## src/rtl/hex_scan_ctrl_pkg.sv

```systemverilog
// Shared definitions for the seven-segment scan controller.
//   SEG_OFF  : all segments dark (active-low)
//   SEG_PAT  : hex digit 0..F to {g,f,e,d,c,b,a} active-low pattern
//   scan_state_e : per-slot phase, GAP (all digits off) then DRIVE
//   cnt_width    : counter width for a modulus, never below 1
package hex_scan_ctrl_pkg;

  localparam logic [6:0] SEG_OFF = 7'h7F;

  localparam logic [6:0] SEG_PAT [16] = '{
    7'h40, 7'h79, 7'h24, 7'h30, 7'h19, 7'h12, 7'h02, 7'h78,
    7'h00, 7'h10, 7'h08, 7'h03, 7'h46, 7'h21, 7'h06, 7'h0E
  };

  typedef enum logic {
    GAP   = 1'b0,
    DRIVE = 1'b1
  } scan_state_e;

  function automatic int unsigned cnt_width(input int unsigned n);
    return (n > 1) ? $clog2(n) : 1;
  endfunction

endpackage

```

## src/rtl/hex_scan_ctrl_if.sv

```systemverilog
// Load interface for the scan controller.
//   load_valid : source offers load_data
//   load_ready : controller's pending buffer is empty
//   load_data  : nibble i is digit i, digit 0 rightmost
// master = value source, slave = hex_scan_ctrl.
interface hex_scan_ctrl_if #(
  parameter int unsigned NUM_DIGITS = 4
);
  logic                    load_valid;
  logic                    load_ready;
  logic [4*NUM_DIGITS-1:0] load_data;

  modport master (output load_valid, output load_data, input load_ready);
  modport slave  (input load_valid, input load_data, output load_ready);
endinterface

```

## src/rtl/hex_scan_ctrl_seg_decode.sv

```systemverilog
// Combinational hex to seven-segment decoder.
//   digit : 4-bit value 0..F
//   seg_n : {g,f,e,d,c,b,a}, active-low
module seg_decode
  import hex_scan_ctrl_pkg::*;
(
  input  logic [3:0] digit,
  output logic [6:0] seg_n
);
  always_comb begin
    seg_n = SEG_PAT[digit];
  end
endmodule

```

## src/rtl/hex_scan_ctrl.sv

```systemverilog
// Time-multiplexed seven-segment display controller with double-buffered
// loads, leading-zero blanking, per-digit blink and an inter-digit gap.
//   clk, rst   : clock, asynchronous active-high reset
//   load_if    : valid/ready load of a full display value (slave side)
//   blank_lz   : leading-zero blanking enable (live)
//   blink_mask : per-digit blink enable (live)
//   seg        : segments {g,f,e,d,c,b,a}, active-low, registered
//   dig_en     : digit enables, active-low, registered
//   frame_tick : one-cycle pulse after each frame boundary
module hex_scan_ctrl
  import hex_scan_ctrl_pkg::*;
#(
  parameter int unsigned NUM_DIGITS   = 4,
  parameter int unsigned SCAN_DIV     = 50000,
  parameter int unsigned GAP_CYCLES   = 16,
  parameter int unsigned BLINK_FRAMES = 32
) (
  input  logic                  clk,
  input  logic                  rst,
  hex_scan_ctrl_if.slave        load_if,
  input  logic                  blank_lz,
  input  logic [NUM_DIGITS-1:0] blink_mask,
  output logic [6:0]            seg,
  output logic [NUM_DIGITS-1:0] dig_en,
  output logic                  frame_tick
);

  localparam int unsigned CNT_W = cnt_width(SCAN_DIV);
  localparam int unsigned IDX_W = cnt_width(NUM_DIGITS);
  localparam int unsigned BLK_W = cnt_width(BLINK_FRAMES);
  localparam int unsigned DW    = 4 * NUM_DIGITS;

  scan_state_e           state_q, state_d;
  logic [CNT_W-1:0]      cnt_q, cnt_d;
  logic [IDX_W-1:0]      idx_q, idx_d;
  logic [BLK_W-1:0]      blk_cnt_q, blk_cnt_d;
  logic                  blk_ph_q, blk_ph_d;
  logic [DW-1:0]         disp_q, disp_d;
  logic [DW-1:0]         pend_q, pend_d;
  logic                  pend_full_q, pend_full_d;
  logic [6:0]            seg_q, seg_d;
  logic [NUM_DIGITS-1:0] dig_en_q, dig_en_d;
  logic                  tick_q, tick_d;

  logic       last_cnt, last_idx, boundary;
  logic [3:0] cur_nib;
  logic       cur_blink, lz_blank;
  logic [6:0] dec_seg;

  seg_decode u_dec (
    .digit (cur_nib),
    .seg_n (dec_seg)
  );

  // Scan FSM: slot counter, digit index, frame boundary.
  always_comb begin
    state_d  = state_q;
    cnt_d    = cnt_q + CNT_W'(1);
    idx_d    = idx_q;
    last_cnt = (cnt_q == CNT_W'(SCAN_DIV - 1));
    last_idx = (idx_q == IDX_W'(NUM_DIGITS - 1));
    boundary = (state_q == DRIVE) && last_cnt && last_idx;
    case (state_q)
      GAP: begin
        if (cnt_q == CNT_W'(GAP_CYCLES - 1)) state_d = DRIVE;
      end
      DRIVE: begin
        if (last_cnt) begin
          cnt_d   = '0;
          state_d = GAP;
          idx_d   = last_idx ? '0 : idx_q + IDX_W'(1);
        end
      end
      default: state_d = GAP;
    endcase
  end

  // Pending/display buffers and blink phase. Fill needs an empty buffer
  // and drain needs a full one, so the two never coincide.
  always_comb begin
    disp_d      = disp_q;
    pend_d      = pend_q;
    pend_full_d = pend_full_q;
    blk_cnt_d   = blk_cnt_q;
    blk_ph_d    = blk_ph_q;
    if (boundary && pend_full_q) begin
      disp_d      = pend_q;
      pend_full_d = 1'b0;
    end else if (load_if.load_valid && !pend_full_q) begin
      pend_d      = load_if.load_data;
      pend_full_d = 1'b1;
    end
    if (boundary) begin
      if (blk_cnt_q == BLK_W'(BLINK_FRAMES - 1)) begin
        blk_cnt_d = '0;
        blk_ph_d  = ~blk_ph_q;
      end else begin
        blk_cnt_d = blk_cnt_q + BLK_W'(1);
      end
    end
  end

  // Current digit, suppression and registered outputs.
  always_comb begin
    cur_nib   = 4'h0;
    cur_blink = 1'b0;
    lz_blank  = blank_lz && (idx_q != '0);
    for (int unsigned i = 0; i < NUM_DIGITS; i++) begin
      if (IDX_W'(i) == idx_q) begin
        cur_nib   = disp_q[4*i +: 4];
        cur_blink = blink_mask[i];
      end
      // Any nonzero nibble at or above the current index cancels blanking.
      if ((IDX_W'(i) >= idx_q) && (disp_q[4*i +: 4] != 4'h0)) lz_blank = 1'b0;
    end
    seg_d    = SEG_OFF;
    dig_en_d = '1;
    if ((state_q == DRIVE) && !lz_blank && !(blk_ph_q && cur_blink)) begin
      seg_d    = dec_seg;
      dig_en_d = ~(NUM_DIGITS'(1) << idx_q);
    end
    tick_d = boundary;
  end

  always_ff @(posedge clk or posedge rst) begin
    if (rst) begin
      state_q     <= GAP;
      cnt_q       <= '0;
      idx_q       <= '0;
      blk_cnt_q   <= '0;
      blk_ph_q    <= 1'b0;
      disp_q      <= '0;
      pend_q      <= '0;
      pend_full_q <= 1'b0;
      seg_q       <= SEG_OFF;
      dig_en_q    <= '1;
      tick_q      <= 1'b0;
    end else begin
      state_q     <= state_d;
      cnt_q       <= cnt_d;
      idx_q       <= idx_d;
      blk_cnt_q   <= blk_cnt_d;
      blk_ph_q    <= blk_ph_d;
      disp_q      <= disp_d;
      pend_q      <= pend_d;
      pend_full_q <= pend_full_d;
      seg_q       <= seg_d;
      dig_en_q    <= dig_en_d;
      tick_q      <= tick_d;
    end
  end

  assign load_if.load_ready = !pend_full_q;
  assign seg                = seg_q;
  assign dig_en             = dig_en_q;
  assign frame_tick         = tick_q;

endmodule

```

## src/flat_wrapper.sv

```systemverilog
// flat-port wrapper written by rule: the top's interface ports become plain ports
module hex_scan_ctrl_flat import hex_scan_ctrl_pkg::*;
#(
  parameter int unsigned NUM_DIGITS   = 4,
  parameter int unsigned SCAN_DIV     = 50000,
  parameter int unsigned GAP_CYCLES   = 16,
  parameter int unsigned BLINK_FRAMES = 32
)
  (clk, rst, blank_lz, blink_mask, seg, dig_en, frame_tick, load_if_load_valid, load_if_load_data, load_if_load_ready);
  hex_scan_ctrl_if #(.NUM_DIGITS(NUM_DIGITS)) load_if_i ();
  input  logic clk;
  input  logic rst;
  input  logic blank_lz;
  input  logic [NUM_DIGITS-1:0] blink_mask;
  output logic [6:0] seg;
  output logic [NUM_DIGITS-1:0] dig_en;
  output logic frame_tick;
  input wire logic [$bits(load_if_i.load_valid)-1:0] load_if_load_valid;
  input wire logic [$bits(load_if_i.load_data)-1:0] load_if_load_data;
  output wire logic [$bits(load_if_i.load_ready)-1:0] load_if_load_ready;
  assign load_if_i.load_valid = load_if_load_valid;
  assign load_if_i.load_data = load_if_load_data;
  assign load_if_load_ready = load_if_i.load_ready;
  hex_scan_ctrl #(.NUM_DIGITS(NUM_DIGITS), .SCAN_DIV(SCAN_DIV), .GAP_CYCLES(GAP_CYCLES), .BLINK_FRAMES(BLINK_FRAMES)) u_core (.clk(clk), .rst(rst), .load_if(load_if_i), .blank_lz(blank_lz), .blink_mask(blink_mask), .seg(seg), .dig_en(dig_en), .frame_tick(frame_tick));
endmodule
```

## config.mk

```make
export PLATFORM = sky130hd
export DESIGN_NAME = hex_scan_ctrl_flat
export DESIGN_NICKNAME = d
export VERILOG_FILES = /design/src/rtl/hex_scan_ctrl_pkg.sv /design/src/rtl/hex_scan_ctrl_if.sv /design/src/rtl/hex_scan_ctrl_seg_decode.sv /design/src/rtl/hex_scan_ctrl.sv /design/src/flat_wrapper.sv
export SDC_FILE = /design/constraint.sdc
export NUM_CORES = 1
export LEC_CHECK = 0
export ABC_AREA = 1
export BUFFER_PORTS_ARGS = -buffer_cell sky130_fd_sc_hd__buf_2
export CORE_ASPECT_RATIO = 0.5
export CORE_MARGIN = 1
export CORE_UTILIZATION = 35
export DETAILED_ROUTE_END_ITERATION = 12
export GPL_ROUTABILITY_DRIVEN = 0
export PLACE_DENSITY = 0.54
export SLEW_MARGIN = 0
export SYNTH_ARGS = -nofsm -noshare
export SYNTH_HDL_FRONTEND = slang
export SYNTH_SLANG_ARGS = --single-unit
```

## constraint.sdc

```tcl
create_clock -name clk -period 2.3 [get_ports clk]
set_input_delay 0.115 -clock clk [delete_from_list [all_inputs] [get_ports clk]]
set_output_delay 0.115 -clock clk [all_outputs]
set_load 0.1 [all_outputs]
```

==> impl_metrics.env <==
export IMPL_status="finished, final reports clean"
export IMPL_root_buffer="clkbuf_16"
export IMPL_ctsHtreeMaxLevel=3
export IMPL_tns_ns=0
export IMPL_slew_viol_final=0
export IMPL_cpPeakStageDelay_ns=0.43
export IMPL_dpl_cell_area_sq_um=3970
export IMPL_yosysTopAreaCell="dfrtp_1"
export IMPL_numCtsBuffers=9
export IMPL_first_pass_iters=6
export IMPL_period_share_pct=89.1
export IMPL_cp_num_buf_inv=3
export IMPL_initial_utilization_pct=37.1
export IMPL_drive_gt1_share_pct=21.2
export IMPL_path_cells="inv_1 -> ha_2 -> inv_2 -> nand3_1 -> nand2_1 -> nand2_1 -> inv_1 -> ha_1 -> nand3_1 -> nor2_1 -> nor2_1 -> nand2_1"
export IMPL_fill_cells=966
export IMPL_cap_viol_max_count=0
export IMPL_postRouteAntennaNets=0
export IMPL_hpwl_microns=5480
export IMPL_syn_to_final_growth_pct=21.1
export IMPL_setup_viol=0
export IMPL_cts_tree="built"
export IMPL_drc_errors=0
export IMPL_fin_nets=524
export IMPL_syn_nets=466
export IMPL_worst_slew_pin_transition_ns=0.667
export IMPL_clock_fmax_mhz=488
export IMPL_crit_top_cell="nand2_1"
export IMPL_grt_remaining_overflow=0
export IMPL_synth_seq_cells=70
export IMPL_finClkSkew_ns=0.0101
export IMPL_path_clk_slew_ns=0.06
export IMPL_vias=2837
export IMPL_critical_path_endpoint="u_core.seg[5]"
export IMPL_syn_inst=428
export IMPL_synthTopCellsByArea="dfrtp_1 (41%), nand2_1 (13%), dfstp_2 (8.0%)"
export IMPL_syn_area_sq_um=3610
export IMPL_vdd_drop_max_mv=0.309
export IMPL_synthMostInstantiatedCell="nand2_1"
export IMPL_reg2reg_to="u_core.seg[5]"
export IMPL_postCtsSetupBuffers=0
export IMPL_io_buffers=36
export IMPL_crit_required_ns=2.56
export IMPL_placement_rows=25
export IMPL_yosysTopAreaCellShare_pct=40.9
export IMPL_synth_edf_count=0
export IMPL_die_area_sq_um=10800
export IMPL_critPathTopFamily="simple AND/OR/NAND/NOR gates"
export IMPL_grt_pass1_wl_microns=13500
export IMPL_worstPathArrival_ns=2.31
export IMPL_final_hold_viol_count=0
export IMPL_vias_per_cell=4.53
export IMPL_slowest_stage="dfrtp_1"
export IMPL_synth_cell_types=31
export IMPL_synthFlopType="dfrtp_1"
export IMPL_antenna_found_initial=0
export IMPL_power_density_nw_per_um2=589
export IMPL_die_x_microns=146
export IMPL_clock_latency_ns=0.34
export IMPL_period_needed_ns=2.05
export IMPL_synth_warnings=0
export IMPL_routed_wl_microns=7620
export IMPL_synth_async_sr_flop_share_pct=100
export IMPL_grt_max_degree=56
export IMPL_avgSynthCellArea_sq_um=8.44
export IMPL_postLayoutCellArea_sq_um=4370
export IMPL_startpoint_type="flip-flop"
export IMPL_path_class="flip-flop to flip-flop"
export IMPL_grt_total_usage_pct=16.3
export IMPL_p_leak_nw=2.35
export IMPL_ys_top_cells_by_count="nand2_1 (127), dfrtp_1 (59), nand3_1 (54)"
export IMPL_hold_class="input port to flip-flop"
export IMPL_cts_buffer_depth=2
export IMPL_rr_startpoint="u_core.idx_q[0]"
export IMPL_rsz0062_at_grt="false"
export IMPL_cts_sinks=70
export IMPL_ios=37
export IMPL_critPathMaxFanout=7
export IMPL_final_seq_area_sq_um=1770
export IMPL_rr_worst_depth=12
export IMPL_seq_area_frac_synth_pct=48.9
export IMPL_multi_input_area_sq_um=1620
export IMPL_end_kind="flip-flop"
export IMPL_r2r_slack_ns=0.25
export IMPL_diodes=0
export IMPL_worstSetupPathDepth=12
export IMPL_routedWlPerCell_microns=12.2
export IMPL_fp_dieH_microns=73.8
export IMPL_coreArea_sq_um=9730
export IMPL_drt_initial_drc_count=138
export IMPL_grt_pass1_vias=2731
export IMPL_slew_headroom_pct=55.4
export IMPL_critPathLaunch="u_core.idx_q[0]"
==> sequential cells by signal (all words and copies together) (netlist names) <==
name	flops
u_core.cnt_q	16
u_core.disp_q	16
u_core.blk_cnt_q	5
u_core.frame_tick	1
u_core.dig_en	4
u_core.idx_q	2
u_core.state_q	1
u_core.pend_full_q	1
u_core.pend_q	16
u_core.seg	7
u_core.blk_ph_q	1
==> routing by layer <==
| metal | vias up | global-route usage [%] | wire length (microns) |
|---|---|---|---|
| li1 | 1482 | - | - |
| met1 | 1299 | 22.3 | 4040 |
| met2 | 48 | 24.7 | 3160 |
| met3 | 8 | 5.34 | 337 |
| met4 | 0 | 5.03 | 89 |
| met5 | - | 0 | 0 |
==> power by group <==
part | total [mW] | internal (mW) | switching, mW
logic | 0.0649 | 0.0316 | 0.0332
registers | 1.23 | 1.23 | 0
clock network | 1.28 | 0.732 | 0.547
==> cells by family after synthesis <==
group,count (synthesis),synth area share [%]
AND/OR/NAND/NOR,243,29.7
flip-flops,70,48.9
buffers and inverters,56,6.55
AO/OA/AOI/OAI,21,3.08
multiplexers,16,4.99
adder cells (fa/ha/maj),14,4.85
XOR/XNOR,8,1.94
==> layout make-up <==
type,instances,share of cell area [%]
inverters,48,4.12
flip-flops and latches,70,40.4
well taps,135,3.86
clock buffers,10,5.24
multi-input cells,302,37.0
repair buffers,55,8.35
clock inverters,6,1.06
==> through the flow <==
stage                     hold slack [ns]  util, %  total power, mW  setup WS (ns)  instances
final                             0.00912     45.0             2.58          0.251        626
after global routing              0.00883     45.0             2.69         0.0261        626
after CTS                         0.00198     44.9             2.62          0.180        626
after detailed placement            0.129     40.8             1.31          0.189        598
after global placement              0.126     40.8             1.31          0.221        598
after floorplan                     0.265        -             1.27          0.151        428
==> placed cells by master, fill, tap and decap left out, types with 2 or more instances in the layout <==
cell type,n
clkinvlp_4,5
ha_2,3
nor3_1,5
nand4_1,6
clkbuf_16,9
inv_2,4
inv_1,44
nand3b_1,2
dfrtp_1,59
nand2_1,127
mux2_2,16
o21ai_0,8
nand2_2,2
or2_2,3
nand3_1,54
nand2_4,2
dlygate4sd3_1,12
dfstp_2,11
a21oi_1,11
xor2_1,7
buf_4,6
buf_2,36
ha_1,11
nor2_1,36
==> repair_timing <==
item | CTS | global route
hold buffers | 12 | 0
hold endpoints to repair | 26 | 0
resized for setup | 0 | 3
endpoints found under the setup margin | 0 | 4
==> worst reg2reg max path, delay by kind of cell (launching register included) <==
kind	cells	cell delay, ns
buffers and inverters	3	0.32
adder cells (fa/ha/maj)	2	0.53
AND/OR/NAND/NOR	7	0.70
flip-flops	1	0.43
==> how the worst min path moves through the flow <==
stage	end	from	cells past startpoint
final	u_core.pend_q[15]	load_if_load_data[15]	2
after global routing	u_core.pend_q[11]	load_if_load_data[11]	2
after CTS	u_core.pend_q[15]	load_if_load_data[15]	2
after detailed placement	u_core.cnt_q[9]	rst	2
after global placement	u_core.cnt_q[14]	rst	2
after floorplan	u_core.pend_q[0]	load_if_load_data[0]	1
Note: power is estimated with default switching activity, not from simulation.
